<file path="config.mk">
export PLATFORM = sky130hd
export DESIGN_NAME = sync_fifo_flags
export DESIGN_NICKNAME = d
export VERILOG_FILES = /design/src/rtl/fifo_pkg.sv /design/src/rtl/sfifo_ram.sv /design/src/rtl/sync_fifo_flags.sv
export SDC_FILE = /design/constraint.sdc
export NUM_CORES = 1
export LEC_CHECK = 0
export CAP_MARGIN = 20
export CORE_ASPECT_RATIO = 0.6
export CORE_MARGIN = 4
export CORE_UTILIZATION = 40
export CTS_CLUSTER_SIZE = 25
export DETAILED_ROUTE_END_ITERATION = 12
export PLACE_DENSITY = 0.66
export SYNTH_ARGS = -nofsm -noshare
export SYNTH_HDL_FRONTEND = slang
export SYNTH_HIERARCHICAL = 1
export SYNTH_SLANG_ARGS = --single-unit
</file>
<file path="constraint.sdc">
create_clock -name clk -period 7.9 [get_ports clk]
set_input_delay 1.58 -clock clk [delete_from_list [all_inputs] [get_ports clk]]
set_output_delay 1.58 -clock clk [all_outputs]
set_load 0.02 [all_outputs]
</file>
<file path="src/rtl/fifo_pkg.sv">
// Shared FIFO constants and helpers: count width, default thresholds,
// and parameter sanity checks reused by FIFO blocks.
package fifo_pkg;

   localparam int AE_DEFAULT = 2;

   function automatic int cnt_w(input int depth);
      return $clog2(depth) + 1;
   endfunction

   function automatic int af_default(input int depth);
      return depth - 2;
   endfunction

   function automatic bit is_pow2(input int v);
      return (v > 0) && ((v & (v - 1)) == 0);
   endfunction

endpackage

</file>
<file path="src/rtl/sfifo_ram.sv">
// Simple dual-port storage: synchronous write, registered read.
// Ports: we/waddr/wdata write side; re/raddr -> rdata (1-cycle latency).
module sfifo_ram #(
   parameter int DW = 8,
   parameter int AW = 3
) (
   input  logic          clk,
   input  logic          rst_n,
   input  logic          we,
   input  logic [AW-1:0] waddr,
   input  logic [DW-1:0] wdata,
   input  logic          re,
   input  logic [AW-1:0] raddr,
   output logic [DW-1:0] rdata
);

   logic [DW-1:0] mem [0:(1<<AW)-1];

   // Storage is intentionally not reset; only the output register is.
   always_ff @(posedge clk) begin
      if (we) mem[waddr] <= wdata;
   end

   // Holds its value when no read is accepted.
   always_ff @(posedge clk or negedge rst_n) begin
      if (!rst_n)  rdata <= '0;
      else if (re) rdata <= mem[raddr];
   end

endmodule

</file>
<file path="src/rtl/sync_fifo_flags.sv">
// Single-clock FIFO with occupancy count, level flags and sticky errors.
// Ports: clk, rst_n, w_en/data_in, r_en -> data_out/rd_valid, flags, count.
module sync_fifo_flags
   import fifo_pkg::*;
#(
   parameter int DATA_WIDTH = 8,
   parameter int DEPTH      = 8,
   parameter int AF_THRESH  = af_default(DEPTH),
   parameter int AE_THRESH  = AE_DEFAULT,
   localparam int CNT_W     = cnt_w(DEPTH)
) (
   input  logic                  clk,
   input  logic                  rst_n,
   input  logic                  w_en,
   input  logic [DATA_WIDTH-1:0] data_in,
   input  logic                  r_en,
   output logic [DATA_WIDTH-1:0] data_out,
   output logic                  rd_valid,
   output logic                  full,
   output logic                  empty,
   output logic                  almost_full,
   output logic                  almost_empty,
   output logic [CNT_W-1:0]      count,
   output logic                  overflow,
   output logic                  underflow,
   input  logic                  clr_err
);

   localparam int AW = $clog2(DEPTH);

   if (!is_pow2(DEPTH) || DEPTH < 4) begin : g_bad_depth
      $fatal(1, "sync_fifo_flags: DEPTH must be a power of two >= 4");
   end
   if (AF_THRESH < 1 || AF_THRESH > DEPTH) begin : g_bad_af
      $fatal(1, "sync_fifo_flags: AF_THRESH out of range");
   end
   if (AE_THRESH < 0 || AE_THRESH > DEPTH - 1) begin : g_bad_ae
      $fatal(1, "sync_fifo_flags: AE_THRESH out of range");
   end

   logic [AW-1:0] wptr;
   logic [AW-1:0] rptr;
   logic          wr_acc;
   logic          rd_acc;

   // Acceptance depends only on registered flags, so a full FIFO
   // drops the write even when a read frees a slot that cycle.
   assign wr_acc = w_en && !full;
   assign rd_acc = r_en && !empty;

   // Flags are pure decodes of the registered count.
   assign full         = (count == CNT_W'(DEPTH));
   assign empty        = (count == '0);
   assign almost_full  = (count >= CNT_W'(AF_THRESH));
   assign almost_empty = (count <= CNT_W'(AE_THRESH));

   sfifo_ram #(
      .DW (DATA_WIDTH),
      .AW (AW)
   ) u_ram (
      .clk   (clk),
      .rst_n (rst_n),
      .we    (wr_acc),
      .waddr (wptr),
      .wdata (data_in),
      .re    (rd_acc),
      .raddr (rptr),
      .rdata (data_out)
   );

   // Pointers wrap naturally since DEPTH is a power of two.
   always_ff @(posedge clk or negedge rst_n) begin
      if (!rst_n) begin
         wptr     <= '0;
         rptr     <= '0;
         count    <= '0;
         rd_valid <= 1'b0;
      end else begin
         if (wr_acc) wptr <= wptr + 1'b1;
         if (rd_acc) rptr <= rptr + 1'b1;
         rd_valid <= rd_acc;
         unique case (1'b1)
            (wr_acc && !rd_acc): count <= count + 1'b1;
            (rd_acc && !wr_acc): count <= count - 1'b1;
            default:             count <= count;
         endcase
      end
   end

   // A new error event takes priority over a same-cycle clear.
   always_ff @(posedge clk or negedge rst_n) begin
      if (!rst_n) begin
         overflow  <= 1'b0;
         underflow <= 1'b0;
      end else begin
         if (w_en && full) overflow <= 1'b1;
         else if (clr_err) overflow <= 1'b0;
         if (r_en && empty) underflow <= 1'b1;
         else if (clr_err)  underflow <= 1'b0;
      end
   end

endmodule

</file>
Word-level counts from Yosys, hierarchy flattened
Memory sizes are Yosys's and may differ from the RTL's. A register that Yosys moved wholly into a read port is not among the register bits.
Cells that the tools add are included.
{"block": "word_totals", "ram_bits": 64, "mem_count": 1, "input_bits": 13, "out_inout_bits": 19, "word_cells": 35, "regBits": 13}
{"memory": "u_ram.mem", "words": 8, "width": 8, "rd": 1, "rd_clocked_by_memory_dff": 1, "wr": 1, "line": "sfifo_ram.sv:17", "source": "logic [DW-1:0] mem [0:(1<<AW)-1];"}
{"block": "op_classes", "order_cmp": 2, "n_addsub": 4, "n_reduce_logical": 15, "mux": 6, "eq_ne": 1}
{"op": "case mux 4 bit (2 select lines)", "n": 1}
{"op": "adder 3 x 1 -> 3 bit, second input constant", "n": 2}
{"op": "logical AND 1 bit", "n": 6}
{"op": "nonzero test 2 bit", "n": 3}
{"op": "logical NOT 1 bit", "n": 5}
{"op": "2-to-1 mux 1 bit", "n": 5}
{"op": "adder 4 x 1 -> 4 bit, second input constant", "n": 1}
{"op": "equality test 4 bit, second input constant", "n": 1}
{"op": ">= comparator 4 x 3 -> 1 bit, second input constant", "n": 1}
{"op": "less-or-equal comparator 4 x 2 -> 1 bit, second input constant", "n": 1}
{"op": "logical NOT 4 bit", "n": 1}
{"op": "subtractor 4 x 1 -> 4 bit, second input constant", "n": 1}

Logic depth before layout (Yosys ltp)
{"block": "logic_depth", "word_depth": 6, "depth_mapped": 8, "depth_no_buf": 7}

By module
Netlist, hierarchy kept.
{"module": "sfifo_ram", "seq_area_each_um2": 2122.0, "cells_per_inst": 169, "n_inst": 1, "area_each_um2": 2861.5}
{"module": "sync_fifo_flags", "seq_area_each_um2": 325.3, "cells_per_inst": 65, "n_inst": 1, "area_each_um2": 724.4}

Worst setup path before layout
No wires, ideal clock.
{"block": "synth_timing", "path_kind": "input -> register", "from": "input r_en", "to": "register count[3]", "path_stages": 6, "arrival_time_ns": 3.393, "path_slack_ns": 4.373, "path_buffers": 0, "required_ns": 7.766, "setup_time_ns": 0.134, "cell_sequence": "o41a_1 > ha_1 > ha_1 > or4b_2 > o311ai_0 > o211ai_1"}
{"block": "synth_between", "elab_chain_len": 4, "word_cells_on_any_way": 6, "cone_classes": "mux (1); reduce/logical (5)"}
{"item": "start, declared", "line": "sync_fifo_flags.sv:16", "source": "input logic r_en,"}
{"item": "logical AND 1 bit (*)", "line": "sync_fifo_flags.sv:49", "source": "assign rd_acc = r_en && !empty;"}
{"item": "logical NOT 1 bit", "line": "sync_fifo_flags.sv:83", "source": "(wr_acc && !rd_acc): count <= count + 1'b1;"}
{"item": "logical AND 1 bit", "line": "sync_fifo_flags.sv:83"}
{"item": "case mux 4 bit (2 select lines) or nonzero test 2 bit (tied branches)"}
{"item": "end signal, assigned", "line": "sync_fifo_flags.sv:83"}
{"item": "end signal, assigned", "line": "sync_fifo_flags.sv:84", "source": "(rd_acc && !wr_acc): count <= count - 1'b1;"}
{"item": "end signal, assigned", "line": "sync_fifo_flags.sv:85", "source": "default: count <= count;"}
{"item": "end, declared", "line": "sync_fifo_flags.sv:23", "source": "output logic [CNT_W-1:0] count,"}
Every way passes the cells marked *; elsewhere a longest branch is shown, timed or not.
A chain may end at the register's enable or synchronous reset.

Worst setup path in the final report
{"block": "layout_timing", "from": "input r_en", "to": "register count[3]"}
{"block": "layout_between", "elab_chain_len": 4, "word_cells_on_any_way": 6, "cone_classes": "mux (1); reduce/logical (5)"}
{"item": "logical AND 1 bit (*)", "line": "sync_fifo_flags.sv:49"}
{"item": "net rd_acc", "line": "sync_fifo_flags.sv:44", "source": "logic rd_acc;"}
{"item": "logical NOT 1 bit", "line": "sync_fifo_flags.sv:83"}
{"item": "logical AND 1 bit", "line": "sync_fifo_flags.sv:83"}
{"item": "case mux 4 bit (2 select lines) or nonzero test 2 bit (tied branches)"}
Mark *: on every way through the listed nets, which the timed path passes. The rest lies on a longest branch.

==> impl_results.md <==
* First-pass GRT wire length at 11400 um
* Top-level port count at 32
* Syn nets at roughly 250
* Number of flops mapped to enable cells by yosys at 64
* Routed wire length per instance at 19.1 um
* Share of async-settable or async-resettable flops after synthesis at 24.7%
* Post-CTS Hold Fix Bufs at 0
* Top delay family on crit path: compound AO/OA/AOI/OAI gates
* FP Rows at 26
* Share of synthesized area occupied by flip-flops and latches at 68.2%
* Vias post-DR at 2017
* Max transition margin at 27.0%
* Post-synthesis share of cell area spent on and, or, nand and nor gates at 8.83%
* Area of the mapped netlist at 0.00359 mm2
* Main combinational cell family by area after synthesis: simple AND/OR/NAND/NOR gates
* Setup-failing EPs final at 0
* Ys Warns at 6
* Number of buffers and inverters on the critical path at 1
* Worst setup startpoint: r_en
* Type of element capturing the critical path: flip-flop
* Filler cell count at 719
* Maximum clock frequency at 235 MHz
* Clock root buffer master: sky130_fd_sc_hd__clkbuf_16
* Worst-Skew Late Latency at 0.33 ns
* Number of input and output port buffers inserted at 31
* Area growth from synthesis to layout at 18.7%
* Maximum root-to-sink buffer count at 2
* Number of iterations in the first detailed-routing pass at 4
* Final total power at 1.62 mW
* Final critical-path share of the clock period at 54.0%
* Total overflow reported by the global router at 0
* Final routed wirelength across all metal layers at approximately 7300 um
* Vertical extent of the die at approximately 81 um
* Die Span X at 130 um
* Initial antenna violation count at 0
* Final estimated routing congestion in global placement at just under 0.8
* Mean instance size in the synthesized netlist at 15.3 um2
* Level count of the clock H-tree at 3
* Worst-case clock skew at 0.00435 ns
* Multiplexer share of the synthesized area at a little under 8%
* Placed wire-length estimate at 4570 um
* Total Die Area at 0.0106 mm2
* Run status: finished, final reports clean
* Post-DR vias/cell at 5.25
* Number of DRC violations after detailed-routing iteration 0 at roughly 160
* Number of violations of the max-capacitance limit at 0
* Final critical-path required period at 4.26 ns
* Synthesized flop and latch total at 85
* Starting utilization of the core area at 41.6%
* Antenna viol nets, final at 0
* Total of cells resized after clock tree synthesis at 0
* Post-CTS repair timing setup buffer count at 0
* Number of nets in the finished design at approximately 290
* Slowest stage cell, crit path: sky130_fd_sc_hd__o41a_1
* Sink count of the clock tree at 85
* TritonCTS clock tree: yes
* CP peak stage delay at about 0.74 ns
* Largest fanout on the critical path at 21
* Number of slew-limit violations in the final report at 0
* Reg clk slew, reported paths at 0.06 ns
* Final-report hold violation count at 0
* Hold_sp: wptr[2]
* Layout cells sized above 1 at 8.09%
* Crit start category: primary input
* Type of the worst min-delay path: reg2reg
* Launch point of the worst reg-to-reg path: count[0]
* GRT Overall Usage at 15.3%
* Post-detailed-route DRC marker count at 0
* Transition at the pin with the smallest max-transition slack at 1.09 ns
* Post-Synth XOR/XNOR Area at 1.47%
* Critical Path RT at 8.10 ns
* Most frequently used flop master after synthesis: sky130_fd_sc_hd__edfxtp_1
* Compound-gate portion of the synthesized area at 8.20%
* Number of antenna cells inserted at 0
* Setup TNS at 0 ns
* Number of global-route vias before repair at approximately 2000
* PwrDens at 381 mW/mm2
* CP cell instances: clkdlybuf4s50_1 > o41a_1 > ha_1 > ha_1 > or4b_2 > o311ai_0 > o211ai_1
* TritonCTS Buffers at 9
* Arrival @ worst endpoint at 4.47 ns
* Worst vdd ir at 188 uV
* Mapped Cells at 234
* Number of library cell types mapped by synthesis at 40
* Pin count of the biggest net entering global routing at 43
* Static Leakage at 1.57 nW
* Startpoint-to-endpoint class of the critical path: in2reg
* Share of synthesized cell area in full adder, half adder and majority cells at 2.30%
* Setup repair after global routing missed its margin: no
* Standard cell core area at 0.00862 mm2
* Most used cell, CP: sky130_fd_sc_hd__ha_1
synth_stat cells (3+ instances only):
library cell	count	area share, %
sky130_fd_sc_hd__edfxtp_1	64	54
sky130_fd_sc_hd__mux2i_1	24	6.7
sky130_fd_sc_hd__dfrtp_1	21	15
sky130_fd_sc_hd__nor2b_1	16	2.8
sky130_fd_sc_hd__nand3_1	11	1.5
sky130_fd_sc_hd__a211o_1	8	2.0
sky130_fd_sc_hd__a22oi_1	8	1.7
sky130_fd_sc_hd__a41o_1	8	2.2
sky130_fd_sc_hd__inv_1	8	0.84
sky130_fd_sc_hd__nand2_1	7	0.73
sky130_fd_sc_hd__nor2_1	6	0.63
sky130_fd_sc_hd__ha_1	5	1.7
sky130_fd_sc_hd__nand2b_1	4	0.70
sky130_fd_sc_hd__o21ai_0	4	0.56
sky130_fd_sc_hd__xnor2_1	4	0.98
sky130_fd_sc_hd__buf_6	3	0.94
sky130_fd_sc_hd__nor3b_1	3	0.63
power breakdown:
group | internal [mW] | switching [mW]
sequential | 0.587 | 0.130
clock | 0.220 | 0.152
combinational | 0.259 | 0.272
cell type report:
cell class	instances	area [um2]	share of cell area (%)
Clock buffer	14	254	5.97
Clock inverter	2	8.76	0.206
Inverter	8	30.0	0.706
Multi-Input combinational cell	130	1030	24.2
Sequential cell	85	2450	57.5
Tap cell	112	140	3.29
Timing Repair Buffer	33	345	8.12
logic make-up after synthesis:
kind of cell,after synthesis
multiplexers,27
AO/OA/AOI/OAI,36
AND/OR/NAND/NOR,55
adder cells (fa/ha/maj),6
XOR/XNOR,6
buffers and inverters,19
flip-flops,85
registers in the layout, summed over array words and instances (netlist names):
signal and flops:
rptr 3, underflow 1, u_ram/mem 64, wptr 3
count 4, u_ram/rdata 8, overflow 1, rd_valid 1
per-layer routing:
metal  GRT usage [%]  vias up  wire length (um)
met5               0        -                 0
met4            3.63        0                71
met3            7.16        7               532
met2            20.1       54              3170
met1            22.6      995              3570
li1                -      961                 -
layout by cell type, fill, tap and decap left out, types with 2 or more instances in the layout:
| cell | instances |
|---|---|
| sky130_fd_sc_hd__nor3b_1 | 3 |
| sky130_fd_sc_hd__clkbuf_1 | 4 |
| sky130_fd_sc_hd__a22oi_1 | 8 |
| sky130_fd_sc_hd__xnor2_1 | 4 |
| sky130_fd_sc_hd__ha_1 | 5 |
| sky130_fd_sc_hd__xor2_1 | 2 |
| sky130_fd_sc_hd__nand2b_1 | 4 |
| sky130_fd_sc_hd__a21oi_1 | 2 |
| sky130_fd_sc_hd__edfxtp_1 | 64 |
| sky130_fd_sc_hd__a41o_1 | 8 |
| sky130_fd_sc_hd__nand3_1 | 11 |
| sky130_fd_sc_hd__o21ai_0 | 4 |
| sky130_fd_sc_hd__mux2_2 | 2 |
| sky130_fd_sc_hd__mux2i_1 | 24 |
| sky130_fd_sc_hd__nand2_1 | 7 |
| sky130_fd_sc_hd__inv_1 | 8 |
| sky130_fd_sc_hd__a211o_1 | 8 |
| sky130_fd_sc_hd__clkdlybuf4s50_1 | 31 |
| sky130_fd_sc_hd__dfrtp_1 | 20 |
| sky130_fd_sc_hd__nor2_1 | 6 |
| sky130_fd_sc_hd__nor2b_1 | 16 |
| sky130_fd_sc_hd__clkbuf_16 | 9 |
path summary, 6_finish.rpt:
kind	cells past startpoint	to	slack, ns
min reg2reg	1	wptr[2]	0.49
max in group asynchronous	2	underflow	5.95
max reg2reg	6	count[3]	4.79
min	1	wptr[2]	0.49
max	7	count[3]	3.64
min in group asynchronous	1	count[0]	1.54
through the flow:
| step | worst slack [ns] | util (%) | cells | area, um2 | hold WS, ns |
|---|---|---|---|---|---|
| floorplan | 4.37 | - | 234 | 3590 | 0.458 |
| global placement | 3.36 | 46.0 | 367 | 3970 | 0.488 |
| detailed placement | 3.29 | 46.0 | 367 | 3970 | 0.489 |
| CTS | 3.66 | 49.0 | 383 | 4230 | 0.496 |
| global route | 3.45 | 49.4 | 384 | 4260 | 0.512 |
| finish | 3.64 | 49.4 | 384 | 4260 | 0.494 |
worst reg2reg max path, stage by stage, from the launching register on:
cell	delay (ns)
sky130_fd_sc_hd__dfrtp_1	0.52
sky130_fd_sc_hd__o41a_1	0.78
sky130_fd_sc_hd__ha_1	0.45
sky130_fd_sc_hd__ha_1	0.34
sky130_fd_sc_hd__or4b_2	0.64
sky130_fd_sc_hd__o311ai_0	0.12
sky130_fd_sc_hd__o211ai_1	0.13
Note: power is estimated with default switching activity, not from simulation.
==> edit, RTL diff (config.mk and constraints unchanged) <==
The parameter `DATA_WIDTH` goes from 8 to 10.
--- a/src/rtl/sync_fifo_flags.sv
+++ b/src/rtl/sync_fifo_flags.sv
@@ -3,7 +3,7 @@
 module sync_fifo_flags
    import fifo_pkg::*;
 #(
-   parameter int DATA_WIDTH = 8,
+   parameter int DATA_WIDTH = 10,
    parameter int DEPTH      = 8,
    parameter int AF_THRESH  = af_default(DEPTH),
    parameter int AE_THRESH  = AE_DEFAULT,
Ports: changed (resized data_in and data_out); port bits go from 32 to 36. No check against the original RTL was run, so the function may have changed too.
==> edit against the unedited design <==
- synthesized area grew 20%
- sequential cell count grew 18
- non-clock buffer count grew 9
- total power grew 15%
- final area grew 18%
- wire length grew 16%
- worst setup slack lost 0.16 ns
- clock skew grew 0.0041 ns
==> edit: results (changes against the unedited design) <==
\begin{tabular}{lr}
\hline
Metric & Value \\
\hline
\multicolumn{2}{l}{\textbf{Cells and area}} \\
\quad Fraction of final layout cells sized beyond drive strength 1 & 8.20\% (+0.11 points) \\
\quad Multi-input combinational gate total & 148 (+14\%) \\
\quad Number of clock buffer instances in the layout & 13 (-1) \\
\quad Count of plain and timing-repair buffers & 42 (+27\%) \\
\quad Largest registers in the final layout & u\_ram/mem: 80 flops, u\_ram/rdata: 10 flops, count: 4 flops \\
\quad Net total in the final layout & 333 (+16\%) \\
\quad Number of filler instances in the final layout & 907 (+26\%) \\
\multicolumn{2}{l}{\textbf{Place}} \\
\quad Global placement routability congestion & 0.749 (-2.7\%) \\
\quad Post-DP HPWL & 5580 µm (+22\%) \\
\quad Worst slack after detailed placement & 3.14 ns (-0.150 ns) \\
\quad Number of input and output port buffers inserted & 35 (+13\%) \\
\quad Number of placed instances, taps included & 440 (+20\%) \\
\multicolumn{2}{l}{\textbf{Route}} \\
\quad Routed vias/inst & 5.17 (-1.6\%) \\
\quad Amount of wire on met3 after detailed routing & 681 µm (+28\%) \\
\quad Via total after detailed routing & 2,356 (+17\%) \\
\quad Post-detailed-routing wire length & 8490 µm (+16\%) \\
\multicolumn{2}{l}{\textbf{STA}} \\
\quad Worst hold slack & 0.511 ns (+0.0169 ns) \\
\quad Worst slew margin relative to its limit & 27.9\% (+0.97 points) \\
\quad Highest attainable clock frequency & 226 MHz (-3.7\%) \\
\multicolumn{2}{l}{\textbf{Synth}} \\
\quad Share of synthesized registers carrying an async set or reset & 22.3\% (-2.4 points) \\
\quad Leading post-synthesis cells by cell area & edfxtp\_1 56\%, dfrtp\_1 13\%, mux2i\_1 7.0\% \\
\quad Syn Nets & 294 (+16\%) \\
\quad Most instantiated cells after synthesis & 80 x edfxtp\_1, 30 x mux2i\_1, 23 x dfrtp\_1 \\
\quad Number of enable flip-flop cells after synthesis & 80 (+25\%) \\
\quad Distinct cells, synth & 39 (-2.5\%) \\
\multicolumn{2}{l}{\textbf{Critical path}} \\
\quad CP arrival & 4.64 ns (+0.17 ns) \\
\quad Max FO, Critical Path & 25 (+19\%) \\
\quad Worst setup slack for register-to-register paths & 4.62 ns (-0.17 ns) \\
\quad Maximum cell stage delay along the critical path & 0.81 ns (+0.07 ns) \\
\multicolumn{2}{l}{\textbf{Power}} \\
\quad Power dissipated in sequential cells & 805 µW (+12\%) \\
\quad Internal power of the cells & 1220 µW (+15\%) \\
\quad Static leakage & 0.00186 µW (+19\%) \\
\multicolumn{2}{l}{\textbf{Global route}} \\
\quad Met1 Usage GRT & 20.8\% (-1.7 points) \\
\quad Global routing usage on met3 & 4.32\% (-2.8 points) \\
\multicolumn{2}{l}{\textbf{Run status}} \\
\quad Run status & finished clean \\
\hline
\end{tabular}
-- edit: cell count changes after synthesis, sizes merged --
cell	before	now
edfxtp	64	80
a211o	8	10
nand3	11	13
dfrtp	21	23
mux2i	24	30
and2b	1	9
nor2b	16	12
clkbuf	2	4
a22oi	8	10
a41o	8	10
buf	9	10
-- edit: path summary, 6_finish.rpt --
kind / startpoint / endpoint
worst max-delay path: r_en / count[3]
worst min-delay path: wptr[2] / wptr[2]
worst max register to register: count[3] / count[3]
worst min register to register: wptr[2] / wptr[2]
max in group asynchronous: rst_n / rptr[0]
min in group asynchronous: rst_n / count[0]
-- edit: cell families after synthesis --
| logic type | count (synthesis) | share of synthesized area [%] |
|---|---|---|
| AO/OA/AOI/OAI | 42 | 8.05 |
| buffers and inverters | 22 | 3.40 |
| adder cells (fa/ha/maj) | 6 | 1.92 |
| AND/OR/NAND/NOR | 61 | 8.35 |
| multiplexers | 33 | 7.85 |
| XOR/XNOR | 6 | 1.22 |
| flip-flops | 103 | 69.2 |
